## src/rtl/lcd_host.sv

```systemverilog
// ---------------------------------------------------------------------------
// lcd_host
//   Host/memory side of the LCD controller link. It serves image ROM reads to
//   the controller, feeds it queued commands under a busy handshake, captures
//   the controller's image RAM writes (with a running checksum and write
//   count) and flags completion or the first error of a session.
//
// Ports
//   clk, reset                    clock, synchronous active-low reset
//   ld_en/ld_sel/ld_addr/ld_data  loader: image bytes (sel=0) or opcodes (sel=1)
//   start                         session start pulse
//   IROM_rd/IROM_A/IROM_Q         controller image ROM read port
//   cmd/cmd_valid/busy            command strobe and controller busy
//   IRAM_valid/IRAM_A/IRAM_D      controller result RAM write port
//   done                          controller completion flag
//   rd_addr/rd_data               result memory read-back
//   checksum/wr_cnt/fin/err       session status
// ---------------------------------------------------------------------------
module lcd_host #(
    parameter int TIMEOUT = 255,
    parameter int QDEPTH  = 16
) (
    input  logic        clk,
    input  logic        reset,
    input  logic        ld_en,
    input  logic        ld_sel,
    input  logic [5:0]  ld_addr,
    input  logic [7:0]  ld_data,
    input  logic        start,
    input  logic        IROM_rd,
    input  logic [5:0]  IROM_A,
    output logic [7:0]  IROM_Q,
    output logic [3:0]  cmd,
    output logic        cmd_valid,
    input  logic        busy,
    input  logic        IRAM_valid,
    input  logic [5:0]  IRAM_A,
    input  logic [7:0]  IRAM_D,
    input  logic        done,
    input  logic [5:0]  rd_addr,
    output logic [7:0]  rd_data,
    output logic [13:0] checksum,
    output logic [6:0]  wr_cnt,
    output logic        fin,
    output logic [1:0]  err
);

    typedef enum logic [2:0] {
        S_IDLE, S_WAITRDY, S_ISSUE, S_HOLD, S_WAITBUSY, S_WAITDONE, S_FIN, S_ERR
    } state_e;

    localparam int             QAW      = (QDEPTH > 1) ? $clog2(QDEPTH) : 1;
    localparam logic [QAW:0]   Q_FULL   = (QAW+1)'(QDEPTH);
    // The timer counts completed waiting cycles, so the last permitted one
    // is TIMEOUT-1; the edge that would make it TIMEOUT moves to ERR instead.
    localparam logic [7:0]     TMO_LAST = 8'(TIMEOUT - 1);

    state_e          state_q, state_d;
    logic [7:0]      timer_q, timer_d;
    logic [1:0]      err_q, err_d;
    logic [3:0]      cmd_q, cmd_d;
    logic [6:0]      wr_cnt_q, wr_cnt_d;
    logic [13:0]     checksum_q, checksum_d;
    logic [QAW-1:0]  q_rd_q, q_rd_d, q_wr_q, q_wr_d;
    logic [QAW:0]    q_cnt_q, q_cnt_d;

    logic [7:0] img   [64];
    logic [7:0] res   [64];
    logic [3:0] q_mem [QDEPTH];

    logic load_ok, img_we, push_req, push_ok, q_full, q_empty;
    logic start_ok, capture, take_cmd;

    // Request decode shared by the FSM and the datapath.
    always_comb begin
        load_ok  = (state_q == S_IDLE) && ld_en;
        img_we   = load_ok && !ld_sel;
        push_req = load_ok && ld_sel;
        q_full   = (q_cnt_q == Q_FULL);
        q_empty  = (q_cnt_q == '0);
        push_ok  = push_req && !q_full;
        start_ok = start && ((state_q == S_IDLE) || (state_q == S_FIN) || (state_q == S_ERR));
        capture  = (state_q != S_IDLE) && IRAM_valid;
        // Leaving WAITRDY is the moment the next command is latched (and popped).
        take_cmd = (state_q == S_WAITRDY) && !busy;
    end

    // Next-state logic, including the wait timer and error code updates.
    // NOTE: every always_comb output gets a default first so no path leaves it
    // unassigned; a missing default would infer a latch.
    always_comb begin
        state_d = state_q;
        timer_d = '0;
        err_d   = err_q;
        if (start_ok)            err_d = 2'd0;
        if (push_req && q_full)  err_d = 2'd2;
        case (state_q)
            S_IDLE:     if (start_ok) state_d = S_WAITRDY;
            S_WAITRDY:  if (!busy)    state_d = S_ISSUE;
            S_ISSUE:    state_d = S_HOLD;
            // Write-out (0) and 12..15 finish the session; the rest use busy.
            S_HOLD:     state_d = ((cmd_q == 4'd0) || (cmd_q >= 4'd12)) ? S_WAITDONE : S_WAITBUSY;
            S_WAITBUSY: begin
                if (!busy) begin
                    state_d = S_WAITRDY;
                end else if (timer_q == TMO_LAST) begin
                    state_d = S_ERR;
                    err_d   = 2'd1;
                end else begin
                    timer_d = timer_q + 8'd1;
                end
            end
            S_WAITDONE: begin
                if (done) begin
                    if (wr_cnt_q == 7'd64) begin
                        state_d = S_FIN;
                    end else begin
                        state_d = S_ERR;
                        err_d   = 2'd3;
                    end
                end else if (timer_q == TMO_LAST) begin
                    state_d = S_ERR;
                    err_d   = 2'd1;
                end else begin
                    timer_d = timer_q + 8'd1;
                end
            end
            S_FIN, S_ERR: if (start_ok) state_d = S_WAITRDY;
            default:    state_d = S_IDLE;
        endcase
    end

    // Datapath: command register, queue pointers, capture counters.
    always_comb begin
        cmd_d      = cmd_q;
        q_rd_d     = q_rd_q;
        q_wr_d     = q_wr_q;
        q_cnt_d    = q_cnt_q;
        wr_cnt_d   = start_ok ? 7'd0  : wr_cnt_q;
        checksum_d = start_ok ? 14'd0 : checksum_q;
        if (take_cmd) begin
            if (q_empty) begin
                cmd_d = 4'd0;
            end else begin
                cmd_d   = q_mem[q_rd_q];
                q_rd_d  = q_rd_q + QAW'(1);
                q_cnt_d = q_cnt_q - (QAW+1)'(1);
            end
        end
        // Pushes only happen in IDLE and pops only in WAITRDY, so they never
        // collide on the count.
        if (push_ok) begin
            q_wr_d  = q_wr_q + QAW'(1);
            q_cnt_d = q_cnt_q + (QAW+1)'(1);
        end
        if (capture) begin
            checksum_d = checksum_d + 14'(IRAM_D);
            if (wr_cnt_d != 7'd64) wr_cnt_d = wr_cnt_d + 7'd1;
        end
    end

    // State and status registers.
    // NOTE: clocked state uses non-blocking assignments so every flop samples
    // the pre-edge values regardless of statement order.
    always_ff @(posedge clk) begin
        if (!reset) begin
            state_q    <= S_IDLE;
            timer_q    <= '0;
            err_q      <= '0;
            cmd_q      <= '0;
            wr_cnt_q   <= '0;
            checksum_q <= '0;
            q_rd_q     <= '0;
            q_wr_q     <= '0;
            q_cnt_q    <= '0;
        end else begin
            state_q    <= state_d;
            timer_q    <= timer_d;
            err_q      <= err_d;
            cmd_q      <= cmd_d;
            wr_cnt_q   <= wr_cnt_d;
            checksum_q <= checksum_d;
            q_rd_q     <= q_rd_d;
            q_wr_q     <= q_wr_d;
            q_cnt_q    <= q_cnt_d;
        end
    end

    // NOTE: the arrays have no reset; image and result contents must survive
    // a reset, and the queue is emptied through its pointers instead.
    always_ff @(posedge clk) begin
        if (img_we)  img[ld_addr]   <= ld_data;
        if (capture) res[IRAM_A]    <= IRAM_D;
        if (push_ok) q_mem[q_wr_q]  <= ld_data[3:0];
    end

    // Output decode.
    always_comb begin
        cmd_valid = (state_q == S_ISSUE);
        fin       = (state_q == S_FIN);
        cmd       = cmd_q;
        err       = err_q;
        wr_cnt    = wr_cnt_q;
        checksum  = checksum_q;
        IROM_Q    = IROM_rd ? img[IROM_A] : 8'h00;
        rd_data   = res[rd_addr];
    end

endmodule

```

## config.mk

```make
export PLATFORM = sky130hd
export DESIGN_NAME = lcd_host
export DESIGN_NICKNAME = d
export VERILOG_FILES = /design/src/rtl/lcd_host.sv
export SDC_FILE = /design/constraint.sdc
export NUM_CORES = 1
export LEC_CHECK = 0
export CORE_ASPECT_RATIO = 2
export CORE_UTILIZATION = 40
export DETAILED_ROUTE_END_ITERATION = 8
export SYNTH_ARGS = -nofsm -noshare
export SYNTH_HDL_FRONTEND = slang
export SYNTH_SLANG_ARGS = --single-unit
```

## constraint.sdc

```tcl
create_clock -name clk -period 3.8 [get_ports clk]
set_input_delay 0.38 -clock clk [delete_from_list [all_inputs] [get_ports clk]]
set_output_delay 0.38 -clock clk [all_outputs]
set_load 0.005 [all_outputs]
```

# --- After elaboration in Yosys (flattened, before gate mapping) ---
# Memories as Yosys holds them, arrays and structs flattened. A register that Yosys moved wholly into a read port is not among the register bits.
# Cells that the tools add are included.
word_totals:
  regBits: 51
  latch_bits: 0
  input_bits: 49
  elab_cells: 95
  rom_bits: 0
  n_memories: 3
  mem_bits_rw: 1088
  output_inout_bits: 45
memory_table:
  columns: ["name", "depth", "width", "rd", "rd_clocked_by_memory_dff", "wr", "line_no", "rtl"]
  rows:
  - ["img", 64, 8, 1, 0, 1, "67", "logic [7:0] img [64];"]
  - ["res", 64, 8, 1, 0, 1, "68", "logic [7:0] res [64];"]
  - ["q_mem", 16, 4, 1, 1, 1, "69", "logic [3:0] q_mem [QDEPTH];"]
classes:
  n_mul: 0
  n_shift: 0
  n_bitwise: 1
  n_addsub: 7
  n_lt_le_gt_ge: 1
  div_mod_pow: 0
  mux: 37
  n_eq_ne: 14
  n_reduce_logical: 23
op_table:
  columns: ["op", "n"]
  rows:
  - ["2-to-1 mux 8 bit", 4]
  - ["2-to-1 mux 14 bit", 2]
  - ["2-to-1 mux 7 bit", 3]
  - ["case mux 3 bit (6 select lines)", 1]
  - ["case mux 8 bit (2 select lines)", 1]
  - ["2-to-1 mux 3 bit", 5]
  - ["2-to-1 mux 5 bit", 3]
  - ["adder 14 x 8 -> 14 bit", 1]
  - ["== test 3 bit (second input constant)", 4]
  - ["2-to-1 mux 2 bit", 6]
  - ["2-to-1 mux 4 bit", 3]
  - ["adder 4 x 1 -> 4 bit (second input constant)", 2]
  - ["adder 8 x 1 -> 8 bit (second input constant)", 1]
  - ["== test 8 bit (second input constant)", 1]
  - ["logical AND 1 bit", 8]
  - ["2-to-1 mux 1 bit", 8]
  - ["adder 7 x 1 -> 7 bit (second input constant)", 1]
  - ["== test 7 bit (second input constant)", 1]
  - ["inequality test 7 bit (second input constant)", 1]
  - ["== test 3 x 2 -> 1 bit (second input constant)", 2]
  - ["AND reduction 2 bit", 3]
  - ["adder 5 x 1 -> 5 bit (second input constant)", 1]
  - ["== test 5 bit (second input constant)", 1]
  - ["zero test 5 bit", 1]
  - ["14 further kinds", 19]

# --- Logic depth before layout (Yosys ltp) ---
depth:
  word_depth: 9
  depth_mapped: 13
  mapped_depth_nobuf: 11

# --- Worst setup path after synthesis ---
# OpenSTA, ideal clock, no wires.
synth_path:
  path_type: "flip-flop to flip-flop"
  from: "register state_q[0]"
  to: "register checksum_q[6], in the netlist checksum[6]"
  path_slack_ps: 1085
  t_required_ps: 3729
  setup_time_ps: 71
  path_buffers: 2
  path_stages_with_launch: 14
  synth_period_minus_slack_ps: 2715
  t_arrival_ps: 2644
  cell_sequence: "dfxtp_1 > buf_2 > nor3_1 > o21ai_0 > clkbuf_1 > and2_1 > ha_1 > fa_1 > a21o_1 > a22oi_1 > nor2b_1 > xnor2_1 > nand2_1 > a21oi_1"
synth_via:
  elab_chain_len: 7
  elab_cells_between_ends: 11
  classes_between: "add/sub (1); eq/ne (2); mux (2); reduce/logical (6)"
synth_rtl:
  columns: ["element", "line_no", "rtl"]
  rows:
  - ["from (decl)", "58", "state_e state_q, state_d;"]
  - ["from (signal assigned)", "177", "state_q <= state_d;"]
  - ["== test 3 bit or zero test 3 bit (tied branches)", "82", "start_ok = start && ((state_q == S_IDLE) || (state_q == S_FIN) || (state_q == S_ERR));"]
  - ["logical OR 1 bit (2 in series)", "82", null]
  - ["logical AND 1 bit", "82", null]
  - ["2-to-1 mux 14 bit", "140", "checksum_d = start_ok ? 14'd0 : checksum_q;"]
  - ["adder 14 x 8 -> 14 bit", "157", "checksum_d = checksum_d + 14'(IRAM_D);"]
  - ["2-to-1 mux 14 bit *", "156", "if (capture) begin"]
  - ["to (signal assigned)", "182", "checksum_q <= checksum_d;"]
  - ["to (decl)", "63", "logic [13:0] checksum_q, checksum_d;"]
# Every way passes the cells marked *; elsewhere a longest branch is shown, timed or not.
# A chain may end at the register's enable or synchronous reset.

# --- Worst setup path after layout ---
layout_path:
  from: "memory img[17][4]"
  to: "output IROM_Q[4]"
layout_via:
  elab_chain_len: 2
layout_rtl:
  columns: ["element", "line_no", "rtl"]
  rows:
  - ["from (decl)", "67", null]
  - ["memory read (64 x 8 bit)", null, null]
  - ["2-to-1 mux 8 bit", "205", "IROM_Q = IROM_rd ? img[IROM_A] : 8'h00;"]
  - ["to (decl)", "32", "output logic [7:0] IROM_Q,"]
# Every way passes these cells.

==> reports/metrics.cfg <==
[cts]
clk_pin_slew_ns=0.08
htree_levels=3
tritoncts=done
clock_sinks=1143
clk_path_buf_depth=3
worstSkewPairLatency_ns=0.74
cts_made_buffers=98
cts_root_buf=clkbuf_16
postCtsResizedCells=0

[setup_path]
startpoint=img[17][4]$_DFFE_PP_
slowest_delay_ns=0.56
crit_required_ns=3.42
cpLargestDelayFamily=compound AO/OA/AOI/OAI gates
rr_worst_depth=11
cp_common_cell=o21ai_0
r2r-end=checksum[13]$_SDFF_PN0_
timing.rr.start=state_q[2]$_SDFFE_PN0P_
path_buf_inv=1
cp-start-kind=flip-flop
critPathCapture=IROM_Q[4]
cp-end-kind=output pin
worstSetupPathType=reg -> out
crit_fanout=1
worst-path-stages=6
crit_slowest_cell=mux4_2
rrSetupSlack_ns=0.50
worstPathCellList=mux4_2 > o21ai_0 > nor3_1 > o211ai_1 > o21ai_0 > clkdlybuf4s50_1
critical_path_arrival_ns=3.19

[route]
vias=23820
wl_per_cell_um=28.3
totalWireLength_mm=120
dr.pass1.iters=6
post-route-drc-count=0
ant_nets=0
viasPerCell=5.60
drt_iter0_markers=1723

[placed_design]
port_buffers=93
place_area_sq_um=49300
dp_hpwl_mm=83.7
gp_congestion=0.979

[power_and_ir_drop]
p_clk_share_pct=40.6
pwr_density_cell_nw_per_um2=496
pwr-share-comb_pct=6.4
p_switching_mw=5.73
sw_frac_of_total_pct=21.9
leakage_nw=16.8
ir_drop_mv=0.441
share_seq_of_total_power_pct=53.1
internal_power_mw=20.4

[sta]
finalSetupViolations=0
fmax_mhz=280
rsz0062_at_grt=false
hold_viol_final=0
slew_headroom_pct=24.4
tightest_slew_ns=1.13
final.setup.tns_ns=0
post-route-min-period_ns=3.57
finClkSkew_ns=0.0309
holdWs_ns=0.0618
fin_crit_sh_pct=94.0
slew_viol_final=0

[floorplanning]
start_util_pct=40.4
num_rows=174
die_h_um=478
ios=94
core_area_sq_um=112000
die-area_sq_um=115000
die_w_um=240

[synth]
synthTopCellsByArea=edfxtp_1, mux4_2, dfxtp_1, nor2_1, mux2i_1
synth_ff_type=edfxtp_1
ys_types=61
synth_top_area_share_pct=72.0
synthTopCellsByCount=edfxtp_1, mux4_2, nor2_1, nand2_1, mux2i_1
syn_nets=2447
synthArstFlopShare_pct=0
ys_warn_count=0
synth_edf_count=1088
yosysSeqAreaShare_pct=74.5
synth_area_sq_um=45300
synth_top_area_cell=edfxtp_1
avgSynthCellArea_sq_um=19.1
ys_seq_elements=1143
synthCells=2376
yosys.cell_count.top_type=edfxtp_1

[global_route]
grt_pass1_wl_mm=173
grt.total_usage_pct=21.3
grt_max_degree=65
first_global_vias=25143
antenna_found_initial=4
grt-ovfl-total=0

[outcome]
status=completed

[finish]
final_area_sq_um=52600
ff_latch_area_sq_um=33800
area_growth_pct=16.1
drive_above_1_share_pct=25.2
nNetsFinal=2748
multi_input_area_sq_um=10800
finalCoreUtilization_pct=46.9
fillers=9563

[worst_hold_path]
min_path_type=in -> reg

[run]
cap_violations=0

layout make-up:
type	count	area share [%]
Antenna cell	2	0.00951
Timing Repair Buffer	328	5.25
Inverter	14	0.0998
Sequential cell	1143	64.2
Clock buffer	110	4.87
Tap cell	1496	3.56
Multi-Input combinational cell	1092	20.5
Clock inverter	67	1.52
metrics by stage:
| step | worst slack, ns | power [mW] | cells |
|---|---|---|---|
| after floorplan | 1.09 | 15.0 | 2376 |
| after global placement | 0.222 | 15.8 | 4072 |
| after detailed placement | 0.298 | 15.8 | 4072 |
| after CTS | 0.196 | 26.3 | 4250 |
| after global routing | 0.152 | 26.8 | 4251 |
| final | 0.229 | 26.1 | 4252 |
how the worst min path moves through the flow:
| stage | startpoint | to | depth (start not counted) |
|---|---|---|---|
| after global placement | timer_q[0]$_SDFF_PN0_ | timer_q[0]$_SDFF_PN0_ | 1 |
| after floorplan | timer_q[0]$_SDFF_PN0_ | timer_q[0]$_SDFF_PN0_ | 1 |
| after CTS | IRAM_D[6] | res[14][6]$_DFFE_PP_ | 1 |
| final | IRAM_D[7] | res[15][7]$_DFFE_PP_ | 1 |
| after detailed placement | timer_q[0]$_SDFF_PN0_ | timer_q[0]$_SDFF_PN0_ | 1 |
| after global routing | IRAM_D[6] | res[57][6]$_DFFE_PP_ | 1 |
routing by layer:
layer	part of all wire (%)	vias up	global-route usage [%]
met5	0.026	-	0
met4	7.6	4	15.1
met3	5.4	281	3.35
met2	56	881	39.8
met1	31	12400	20.9
li1	-	10254	-
power groups by stage:
stage	Clock (mW)	Sequential (mW)	Combinational [mW]
6_report	10.6	13.9	1.66
3_3_place_gp	0	14.1	1.64
5_1_grt	11.2	13.9	1.76
4_1_cts	10.8	13.9	1.68
3_5_place_dp	0	14.1	1.67
2_1_floorplan	0	14.1	0.885
timing repair:
| item | 4_1_cts | 5_1_grt |
|---|---|---|
| buffers inserted | 0 | 0 |
| endpoints found under the hold margin | 8 | 0 |
| hold buffers | 1 | 0 |
| endpoints found under the setup margin | 0 | 0 |
worst register-to-register path: cells and delay by family (launching register included):
kind	cells	cell delay, ns
compound gates	6	1.37
simple gates	3	0.96
fa+ha+maj	1	0.35
flops	1	0.31
buf+inv	1	0.27
kinds of logic after synthesis:
kind of cell,share of synthesized area [%]
XOR/XNOR,0.522
multiplexers,14.4
buffers and inverters,1.67
adder cells (fa/ha/maj),0.640
AND/OR/NAND/NOR,4.84
flip-flops,74.5
AO/OA/AOI/OAI,3.47
sequential cells by signal, summed over array words and instances (netlist names), named ones only:
name	cells
checksum	14
cmd	4
err	2
img	512
q_cnt_q	5
q_mem	64
q_rd_q	4
q_wr_q	4
res	512
state_q	3
timer_q	8
wr_cnt	7
cell usage in the layout (no fill, tap or decap), drive strengths merged, types with 23 or more instances in the layout:
master,netlist,layout
inv,14,23
nand3,48,48
a22oi,26,26
nand2,96,96
clkdlybuf4s50,0,70
buf,83,257
a21oi,42,42
edfxtp,1088,1088
clkbuf,44,110
mux4,259,259
dfxtp,55,55
mux2i,57,57
clkinv,0,35
o22ai,25,25
o21ai,55,55
nor2,204,204
Power figures use the tool's default switching activity.
